File: config.mk
export PLATFORM = sky130hd
export DESIGN_NAME = sync_fifo_p
export DESIGN_NICKNAME = d
export VERILOG_FILES = /design/src/rtl/fifo_pkg.sv /design/src/rtl/fifo_ram.sv /design/src/rtl/sync_fifo_p.sv
export SDC_FILE = /design/constraint.sdc
export NUM_CORES = 1
export LEC_CHECK = 0
export BUFFER_PORTS_ARGS = -buffer_cell sky130_fd_sc_hd__buf_4
export CAP_MARGIN = 10
export CORE_ASPECT_RATIO = 1.2
export CORE_MARGIN = 5
export CORE_UTILIZATION = 55
export DETAILED_ROUTE_END_ITERATION = 6
export GPL_TIMING_DRIVEN = 0
export PLACE_DENSITY = 0.73
export SYNTH_ARGS = -nofsm -noshare
export SYNTH_HDL_FRONTEND = slang
export SYNTH_HIERARCHICAL = 1
export SYNTH_SLANG_ARGS = --single-unit
export TNS_END_PERCENT = 1
File: constraint.sdc
create_clock -name clk -period 4.93 [get_ports clk]
set_input_delay 0.7395 -clock clk [delete_from_list [all_inputs] [get_ports clk]]
set_output_delay 0.7395 -clock clk [all_outputs]
set_load 0.05 [all_outputs]
File: src/rtl/fifo_pkg.sv
// Shared sizing helpers and parameter legality checks for the sync_fifo_p family.
package fifo_pkg;

  localparam int unsigned DEF_WIDTH = 8;
  localparam int unsigned DEF_DEPTH = 16;

  function automatic int unsigned ptr_w(input int unsigned depth);
    return $clog2(depth);
  endfunction

  // One extra bit so the count can represent DEPTH itself.
  function automatic int unsigned cnt_w(input int unsigned depth);
    return $clog2(depth) + 1;
  endfunction

  function automatic bit is_pow2(input int unsigned v);
    return (v != 0) && ((v & (v - 1)) == 0);
  endfunction

  function automatic bit params_ok(input int unsigned width, input int unsigned depth,
                                   input int unsigned af, input int unsigned ae);
    return (width >= 1) && (depth >= 4) && is_pow2(depth) &&
           (af >= 1) && (af <= depth) && (ae <= depth - 1);
  endfunction

endpackage

File: src/rtl/fifo_ram.sv
// WIDTH x DEPTH storage: synchronous write port, combinational read port.
module fifo_ram
  import fifo_pkg::*;
#(
  parameter int unsigned WIDTH = DEF_WIDTH,
  parameter int unsigned DEPTH = DEF_DEPTH
) (
  input  logic                      clk,
  input  logic                      we,
  input  logic [ptr_w(DEPTH)-1:0]   waddr,
  input  logic [WIDTH-1:0]          wdata,
  input  logic [ptr_w(DEPTH)-1:0]   raddr,
  output logic [WIDTH-1:0]          rdata
);

  logic [WIDTH-1:0] mem [DEPTH];

  always_ff @(posedge clk) begin
    if (we) mem[waddr] <= wdata;
  end

  assign rdata = mem[raddr];

endmodule

File: src/rtl/sync_fifo_p.sv
// Parametrised single-clock FIFO with threshold flags, fill level, sticky errors and flush.
// Define FIFO_FWFT_EN for first-word-fall-through reads; otherwise dout is registered.
module sync_fifo_p
  import fifo_pkg::*;
#(
  parameter int unsigned WIDTH    = DEF_WIDTH,
  parameter int unsigned DEPTH    = DEF_DEPTH,
  parameter int unsigned AF_LEVEL = DEPTH - 2,
  parameter int unsigned AE_LEVEL = 2
) (
  input  logic                      clk,
  input  logic                      rst_n,
  input  logic                      flush,
  input  logic                      wr,
  input  logic [WIDTH-1:0]          din,
  input  logic                      rd,
  output logic [WIDTH-1:0]          dout,
  output logic                      full,
  output logic                      empty,
  output logic                      almost_full,
  output logic                      almost_empty,
  output logic [cnt_w(DEPTH)-1:0]   count,
  output logic                      overflow,
  output logic                      underflow
);

  localparam int unsigned AW = ptr_w(DEPTH);
  localparam int unsigned CW = cnt_w(DEPTH);
  localparam logic [CW-1:0] FULL_L = CW'(DEPTH);
  localparam logic [CW-1:0] AF_L   = CW'(AF_LEVEL);
  localparam logic [CW-1:0] AE_L   = CW'(AE_LEVEL);

  if (!params_ok(WIDTH, DEPTH, AF_LEVEL, AE_LEVEL)) begin : g_param_check
    $error("sync_fifo_p: illegal WIDTH/DEPTH/AF_LEVEL/AE_LEVEL combination");
  end

  logic [AW-1:0]    wptr, rptr;
  logic [WIDTH-1:0] rdata;
  logic             wa, ra;

  assign full         = (count == FULL_L);
  assign empty        = (count == '0);
  assign almost_full  = (count >= AF_L);
  assign almost_empty = (count <= AE_L);

  assign wa = wr && !full;
  assign ra = rd && !empty;

  fifo_ram #(
    .WIDTH (WIDTH),
    .DEPTH (DEPTH)
  ) u_ram (
    .clk   (clk),
    .we    (wa && !flush),
    .waddr (wptr),
    .wdata (din),
    .raddr (rptr),
    .rdata (rdata)
  );

  always_ff @(posedge clk or negedge rst_n) begin
    if (!rst_n) begin
      wptr      <= '0;
      rptr      <= '0;
      count     <= '0;
      overflow  <= 1'b0;
      underflow <= 1'b0;
    end else if (flush) begin
      wptr      <= '0;
      rptr      <= '0;
      count     <= '0;
      overflow  <= 1'b0;
      underflow <= 1'b0;
    end else begin
      if (wa) wptr <= wptr + 1'b1;
      if (ra) rptr <= rptr + 1'b1;
      if (wa && !ra)      count <= count + 1'b1;
      else if (ra && !wa) count <= count - 1'b1;
      if (wr && full)  overflow  <= 1'b1;
      if (rd && empty) underflow <= 1'b1;
    end
  end

`ifdef FIFO_FWFT_EN
  assign dout = rdata;
`else
  // Flush leaves dout untouched, so only an accepted non-flush read loads it.
  always_ff @(posedge clk or negedge rst_n) begin
    if (!rst_n)             dout <= '0;
    else if (!flush && ra)  dout <= rdata;
  end
`endif

endmodule

# == Word-level counts from Yosys, hierarchy flattened ==
# Memories as Yosys holds them, arrays and structs flattened. A register that Yosys moved wholly into a read port is not among the register bits.
# Cells that the tools add are included.
# Widths: inputs -> output; s select.
# totals
register_bits,15
mem_bits_rw,128
in_bits,13
output_inout_bits,19
word_cells,46
memories,1
# op_classes
addsub,4
order_cmp,2
eq_ne,1
mux,13
n_reduce_logical,20
# mem_list
memory,words,width,read_ports,rd_clocked_by_memory_dff,write_ports,line_no,source
u_ram.mem,16,8,1,1,1,fifo_ram.sv:16,logic [WIDTH-1:0] mem [DEPTH];
# op_table
cell,n
$mux 4,4
$mux 5,3
$add 4x1->4 const B,2
$logic_and 1x1->1,8
$reduce_bool 2->1,4
$logic_not 1->1,6
$mux 1,6
$add 5x1->5 const B,1
$eq 5x5->1 const B,1
$ge 5x4->1 const B,1
$le 5x2->1 const B,1
$logic_not 5->1,1
$sub 5x1->5 const B,1
$reduce_bool 3->1,1

# == Logic depth before layout (Yosys ltp) ==
# Gate-level depths: netlist of the first run.
# depth
word_depth,8
mapped_depth,8
mapped_depth_nobuf,8

# == Cells and area by module ==
# Netlist of the first run, hierarchy kept.
# by_module_without_submodules
mod,n_inst,cells_each,area_each_um2,seq_area_each_um2
fifo_ram,1,221,4987.3,3843.7
sync_fifo_p,1,115,1255.0,575.6

# == Worst setup path after synthesis of the first run ==
# Ideal clock, no wire load.
# synth_path
path_kind,flip-flop to output port
startpoint,register count[0]
endpoint,output almost_empty
arrival_ps,3198
t_required_ps,4191
path_slack_ps,993
path_stages_with_launch,2
path_buffers,0
path_cell_list,dfrtp_1 a2111oi_0
# synth_via
elab_chain_cells,1
# synth_lines
element,line_no,source
from (decl),sync_fifo_p.sv:22,"output logic [cnt_w(DEPTH)-1:0] count,"
from (signal assigned),sync_fifo_p.sv:77,if (wa && !ra) count <= count + 1'b1;
from (signal assigned),sync_fifo_p.sv:78,else if (ra && !wa) count <= count - 1'b1;
$le 5x2->1,sync_fifo_p.sv:44,assign almost_empty = (count <= AE_L);
to (decl),sync_fifo_p.sv:21,"output logic almost_empty,"
# Every way passes these cells.

# == Final worst setup path of the first run ==
# layout_path
startpoint,register count[1]
endpoint,register count[4]
# layout_via
elab_chain_cells,7
word_cells_on_any_way,16
cone_classes,add/sub (2); eq/ne (1); mux (3); reduce/logical (10)
# layout_lines
element
"parallel branches: the longest is 7 deep, another holds $sub 5x1->5"
# Several ways; the timed one is not identified. The select of a mux whose other input is x is not followed.
# A chain may end at the register's enable or synchronous reset.

==> run summary, run 1 <==
- count[1]$_DFFE_PN0P_ — Critical R2R Launch
- 1550 ps — minimum setup slack in the final design
- 296 MHz — max frequency
- 3710 ps — Data arrival, critical path
- flip-flop — startpoint type of the worst setup path
- 151 — clk sink count
- 0 — Routed Antenna Nets
- 0 — total overflow reported by the global router
- 0 — antenna cell count
- sky130_fd_sc_hd__nor4_1 — crit path max-delay cell type
- 356 — Synthesized Nets
- 8070 um — Detailed Place HPWL
- 2 — clock tree buffer depth
- 0 — number of max-slew violations in the final report
- 0 — post-cts repair resize count
- 1230 ps — Setup Slack @ Placement
- in -> async — type of the worst min-delay path
- 0.708 — Seq/Total Area, Yosys
- 42 — total number of placement rows
- 127 um — height of the chip
- 0 — Post-CTS Setup Inserts
- 0.265 — ratio of cells with drive above 1 in the final layout
- 6 — Yosys warning count
- reg -> reg — start-to-end type of the worst setup path
- 0.0136 sq mm — Total Die Area
- 24 — largest net degree at the start of global routing
- count[4]$_DFFE_PN0P_ — end of the worst register-to-register path
- sky130_fd_sc_hd__clkbuf_16 — master cell of the clock root buffer
- 1230 ps — slew at the pin closest to its max-slew limit
- 0 — max-capacitance violation count
- 6.56 ps — Fin Clk Skew
- 0.152 — Synth async-reset ratio
- 0 — Finish-stage setup viols
- 1550 ps — setup slack, reg-to-reg
- 0.00624 sq mm — summed instance area of the synthesized netlist
- built — CTS tree
- 8 — R2R cell count
- 0.00725 sq mm — Finished Cell Area
- 0.686 — final critical-path share of the clock period
- sky130_fd_sc_hd__edfxtp_1 — Most used DFF post-synth
- 22.9 um — average routed wire per standard cell
- 336 — number of instances in the synthesized netlist
- 0.202 — global-route usage over all layers
- 5250 ps — Crit path required time
- 47 — Unique masters post-synth
- 0.000546 V — worst ir drop on vdd
- 3330 — vias in the first global route
- 12700 um — total detailed-routing wirelength
- 0.563 — initial core utilization
- 128 — number of enable-type register cells in the synthesized netlist
- 31 — number of port buffers
- 920 ps — largest stage delay on the critical path
- sky130_fd_sc_hd__a21oi_1 — crit-path most repeated cell
- nor4_1 > a21oi_1 > nand2_1 > ha_1 > a21oi_1 > a211oi_1 > a311o_1 > a31oi_1 — cell chain of the critical path
- 554 — non-filler instance count after layout
- 4.01 mW — Tot Pwr
- flip-flop — CP Capture Type
- 553 mW/mm^2 — Pwr per Cell Area
- 32 — top-level port count
- 408 — fin nets
- 9 — maximum fanout along the worst path
- 0.176 — normalized max-slew margin
- 18.6 sq um — syn avg cell area
- 5 — Initial DRT Pass Iterations
- 420 ps — clock latency on the worst-skew pair
- 60 ps — clock input transition at the sequential cells of the worst setup and hold paths
- 0 — Hold Vio Cnt, Final
- 5.98 — drt via density
- 4 — H-tree levels
- 3313 — number of vias after detailed routing
- 0 ps — Fin Setup TNS
- 0.0111 sq mm — core region area
- 0 — initial antenna violation count
- 521 — number of placed instances with taps included
- 19800 um — global-route wire length before repair
- complete, no violations — status
- 107 um — width of the die
- 16.2% — P&R area growth vs syn
- 0.00667 sq mm — cell area reported after detailed placement
- 346 — initial drt markers
- 0 — count of unresolved DRC violations after routing
- 2.54 nW — static power due to leakage
- 0 — Hold Buf Count CTS
- 17 — clock buffers created by TritonCTS
- 3380 ps — Tmin final
- 151 — FF+latch count, synth
- 0.792 — global placer's final weighted congestion
- no — RSZ-0062 raised after global routing
[critical path, delay by kind of cell, from the launching register on]
family,cells,cell delay (ps)
DFF,1,480
and+or+nand+nor,2,1180
AOI/OAI and AO/OA,5,1320
adders and majority gates,1,300
[cell families after synthesis]
logic type	share of synthesized area
compound gates	0.0443
xor+xnor	0.00842
fa+ha+maj	0.0152
buf+inv	0.0200
flops	0.708
mux	0.149
simple gates	0.0555
[metrics by stage]
step | util | hold slack (ps)
finish | 0.654 | 209
global placement | 0.601 | 478
detailed placement | 0.601 | 492
CTS | 0.652 | 207
global route | 0.654 | 222
floorplan | - | 444
[how the worst max path moves through the flow]
stage	depth (start not counted)	to	start	slack (ps)
after floorplan	1	almost_empty	count[0]$_DFFE_PN0P_	990
after global placement	5	u_ram/mem[0][2]$_DFFE_PP_	flush	1380
after detailed placement	5	u_ram/mem[0][1]$_DFFE_PP_	flush	1230
after CTS	6	u_ram/mem[0][5]$_DFFE_PP_	count[0]$_DFFE_PN0P_	1490
after global routing	8	count[4]$_DFFE_PN0P_	count[0]$_DFFE_PN0P_	1300
final	8	count[4]$_DFFE_PN0P_	count[1]$_DFFE_PN0P_	1550
[power breakdown]
part,switching (mW),total (mW),internal (mW)
registers,0.0810,1.55,1.47
logic,0.721,1.22,0.501
clock network,0.463,1.24,0.779
total,1.27,4.01,2.75
[sequential cells by signal, summed over array words and instances (netlist names)]
| name | count |
|---|---|
| u_ram/mem | 128 |
| overflow | 1 |
| count | 5 |
| dout | 8 |
| rptr | 4 |
| wptr | 4 |
| underflow | 1 |
[layout make-up]
type                            instances  area (sq um)
Tap cell                              154           193
Inverter                                4          15.0
Clock inverter                         13           138
Fill cell                             760          3830
Multi-Input combinational cell        167          1700
Clock buffer                           18           429
Timing Repair Buffer                   33           248
Buffer                                 14           110
Sequential cell                       151          4420
[placed cells by master (no fill, tap or decap), types with 7 or more instances in the layout]
master                      netlist  final
sky130_fd_sc_hd__nand3_1          7      7
sky130_fd_sc_hd__dfrtp_1         23     23
sky130_fd_sc_hd__mux2_2          11     11
sky130_fd_sc_hd__mux4_2          18     18
sky130_fd_sc_hd__a22oi_1         16     16
sky130_fd_sc_hd__nand2_1         13     13
sky130_fd_sc_hd__edfxtp_1       128    128
sky130_fd_sc_hd__buf_4            1     33
sky130_fd_sc_hd__clkbuf_16        0     17
sky130_fd_sc_hd__nor2_1          27     27
sky130_fd_sc_hd__mux4_1          14     14
[Yosys cell counts (2+ instances only)]
master	count	area, sq um
sky130_fd_sc_hd__a211oi_1	2	15.0
sky130_fd_sc_hd__nand3b_1	2	15.0
sky130_fd_sc_hd__a31oi_1	2	12.5
sky130_fd_sc_hd__xor2_1	3	26.3
sky130_fd_sc_hd__mux4_2	18	405
sky130_fd_sc_hd__o211ai_1	2	15.0
sky130_fd_sc_hd__dfrtp_1	23	576
sky130_fd_sc_hd__nor2b_1	4	25.0
sky130_fd_sc_hd__mux4_1	14	368
sky130_fd_sc_hd__nor3_1	5	25.0
sky130_fd_sc_hd__edfxtp_1	128	3840
sky130_fd_sc_hd__nand2b_1	3	18.8
sky130_fd_sc_hd__a21oi_1	6	30.0
sky130_fd_sc_hd__inv_1	4	15.0
sky130_fd_sc_hd__xnor2_1	3	26.3
sky130_fd_sc_hd__clkdlybuf4s25_2	3	30.0
sky130_fd_sc_hd__nor2_1	27	101
sky130_fd_sc_hd__a22oi_1	16	120
sky130_fd_sc_hd__buf_6	4	45.0
sky130_fd_sc_hd__ha_1	6	75.1
sky130_fd_sc_hd__nand3_1	7	35.0
sky130_fd_sc_hd__mux2i_1	3	30.0
sky130_fd_sc_hd__nand2_1	13	48.8
sky130_fd_sc_hd__o21ai_0	2	10.0
sky130_fd_sc_hd__buf_2	4	20.0
sky130_fd_sc_hd__mux2_2	11	124
[per-layer routing]
layer / up-vias / GRT usage / share of wire
li1: 1470 / - / -
met1: 1726 / 0.271 / 0.40
met2: 103 / 0.329 / 0.53
met3: 14 / 0.0462 / 0.050
met4: 0 / 0.0662 / 0.013
met5: - / 0 / 0
Power figures use the tool's default switching activity.
==> run 2: changes to the inputs <==
Settings changed: PLACE_DENSITY 0.73 to 0.76.
Clock period 4.93 ns to 2.8 ns, I/O delays scaled along.
==> run summary, run 2 (synthesis results as in run 1) <==
- 24 — largest net degree at the start of global routing
- 0.0136 sq mm — Total Die Area
- finished with violations — status
- 151 — clk sink count
- -35.3 ps — minimum setup slack in the final design
- 0 — Hold Vio Cnt, Final
- yes — RSZ-0062 raised after global routing
- 9 — maximum fanout along the worst path
- 0.000855 V — worst ir drop on vdd
- 2880 ps — Data arrival, critical path
- simple AND/OR/NAND/NOR gates — kind of cell adding the most delay to the critical path
- 3 — depth of the worst hold-timing path
- 0.378 — register share of total power
- flip-flop — startpoint type of the worst setup path
- 353 MHz — max frequency
- 0 — number of max-slew violations in the final report
- 2 — clock tree buffer depth
- 2840 ps — Tmin final
- 6 — Worst path depth
- 5.90 — drt via density
- sky130_fd_sc_hd__edfxtp_1 — commonest non-fill, non-tap cell in the layout
- 5 — Initial DRT Pass Iterations
- 6 — R2R cell count
- 31 — number of port buffers
- u_ram/mem — register name with the most flops
- 8000 um — Detailed Place HPWL
- 1.01 — final critical-path share of the clock period
- nor4_4 > nand2_1 > inv_1 > nor3_1 > or3b_2 > nor2_1 — cell chain of the critical path
- 0.0111 sq mm — core region area
- 0.294 — ratio of cells with drive above 1 in the final layout
- 410 ps — clock latency on the worst-skew pair
- 4.99 mW — internal cell power
- flip-flop — CP Capture Type
- 0.195 — global-route usage over all layers
- sky130_fd_sc_hd__edfxtp_1 (128), sky130_fd_sc_hd__buf_4 (34), sky130_fd_sc_hd__nor2_1 (25) — commonest cells after routing, fill and taps aside
- 60 ps — clock input transition at the sequential cells of the worst setup and hold paths
- 0.00668 sq mm — cell area reported after detailed placement
- 0 — max-capacitance violation count
- 521 — number of placed instances with taps included
- 17 — clock buffers created by TritonCTS
- 712 — fillers
- 0.450 — normalized max-slew margin
- in -> reg — type of the worst min-delay path
- 8.82 ps — Fin Clk Skew
- 17.9% — P&R area growth vs syn
- 0.00736 sq mm — Finished Cell Area
- reg -> reg — start-to-end type of the worst setup path
- 7.30 mW — Tot Pwr
- u_ram/mem (128), dout (8), count (5) — Largest regs
- built — CTS tree
- 294 — initial drt markers
- count[2]$_DFFE_PN0P_ — Critical R2R Launch
- -340 ps — Fin Setup TNS
- 2.31 mW — switching component of the power
- 3283 — number of vias after detailed routing
- 556 — non-filler instance count after layout
- 0 — count of unresolved DRC violations after routing
- 0.304 — share of power burned in combinational logic
- 2.57 nW — static power due to leakage
- 992 mW/mm^2 — Pwr per Cell Area
- 128 — number of flip-flops under the largest register name
- 16 — Finish-stage setup viols
- 409 — fin nets
- 0.664 — Final Core Density
- 107 um — width of the die
- 2840 ps — Crit path required time
- count[2]$_DFFE_PN0P_ — critical path launch point
- sky130_fd_sc_hd__nor2_1 — crit path max-delay cell type
- 821 ps — slew at the pin closest to its max-slew limit
- 0 — antenna cell count
- 18900 um — global-route wire length before repair
- 0 — total overflow reported by the global router
- 0.819 — global placer's final weighted congestion
- 1 — buffering stage count on the worst path with inverters included
- 304 ps — final hold slack
- negative setup slack — violations in the final reports
- 0.317 — net switching fraction of the power
- -155 ps — Setup Slack @ Placement
- 22.0 um — average routed wire per standard cell
- 42 — total number of placement rows
- 0.319 — share of total power in the clock network
- 12200 um — total detailed-routing wirelength
- wr — hold path startpoint
- 630 ps — largest stage delay on the critical path
- 3299 — vias in the first global route
- 4 — H-tree levels
- 0 — Routed Antenna Nets
- 127 um — height of the chip
- 0 — initial antenna violation count
- 0.563 — initial core utilization
- sky130_fd_sc_hd__clkbuf_16 — master cell of the clock root buffer
- 32 — top-level port count
==> run 2: repair_timing <==
action / in CTS / in global routing
pin swaps: 0 / 1
setup buffers: 0 / 2
hold endpoints to repair: 23 / 0
hold buffers: 1 / 0
resized for setup: 4 / 4
setup endpoints to repair: 53 / 81
cloned: 0 / 0
==> run 2: path summary, 6_finish.rpt <==
kind	to	slack, ps
max	u_ram/mem[2][2]$_DFFE_PP_	-40
min	overflow$_DFFE_PN0P_	300
max reg2reg	u_ram/mem[2][2]$_DFFE_PP_	-40
min reg2reg	dout[2]$_DFFE_PN0P_	500
max in group asynchronous	count[0]$_DFFE_PN0P_	2090
min in group asynchronous	count[3]$_DFFE_PN0P_	450
==> run 2: worst register-to-register path, delay by kind of cell (launching register included) <==
family,cells,cell delay [ps]
buf+inv,1,50
simple gates,5,1850
flops,1,560
==> run 2: power groups by stage <==
stage               Clock [mW]  Combinational [mW]  Sequential [mW]
floorplan                    0                1.25             3.09
global placement             0                2.14             2.77
detailed placement           0                2.18             2.78
CTS                       2.36                2.19             2.75
global route              2.47                2.36             2.78
finish                    2.33                2.22             2.76
==> run 2: per-layer routing <==
layer  GRT usage  wire length, um  vias to the layer above  share of wire
met5           0                0                        -              0
met4      0.0783              234                        0          0.019
met3      0.0432              587                       19          0.048
met2       0.317             6520                      122           0.53
met1       0.256             4890                     1675           0.40
li1            -                -                     1467              -
==> run 2: final cells by class <==
type,count,area [sq um],share of cell area
Clock inverter,10,145,0.0197
Timing Repair Buffer,34,258,0.0350
Multi-Input combinational cell,167,1750,0.237
Tap cell,154,193,0.0262
Clock buffer,22,474,0.0644
Inverter,4,15.0,0.00204
Sequential cell,151,4420,0.600
Buffer,14,110,0.0150
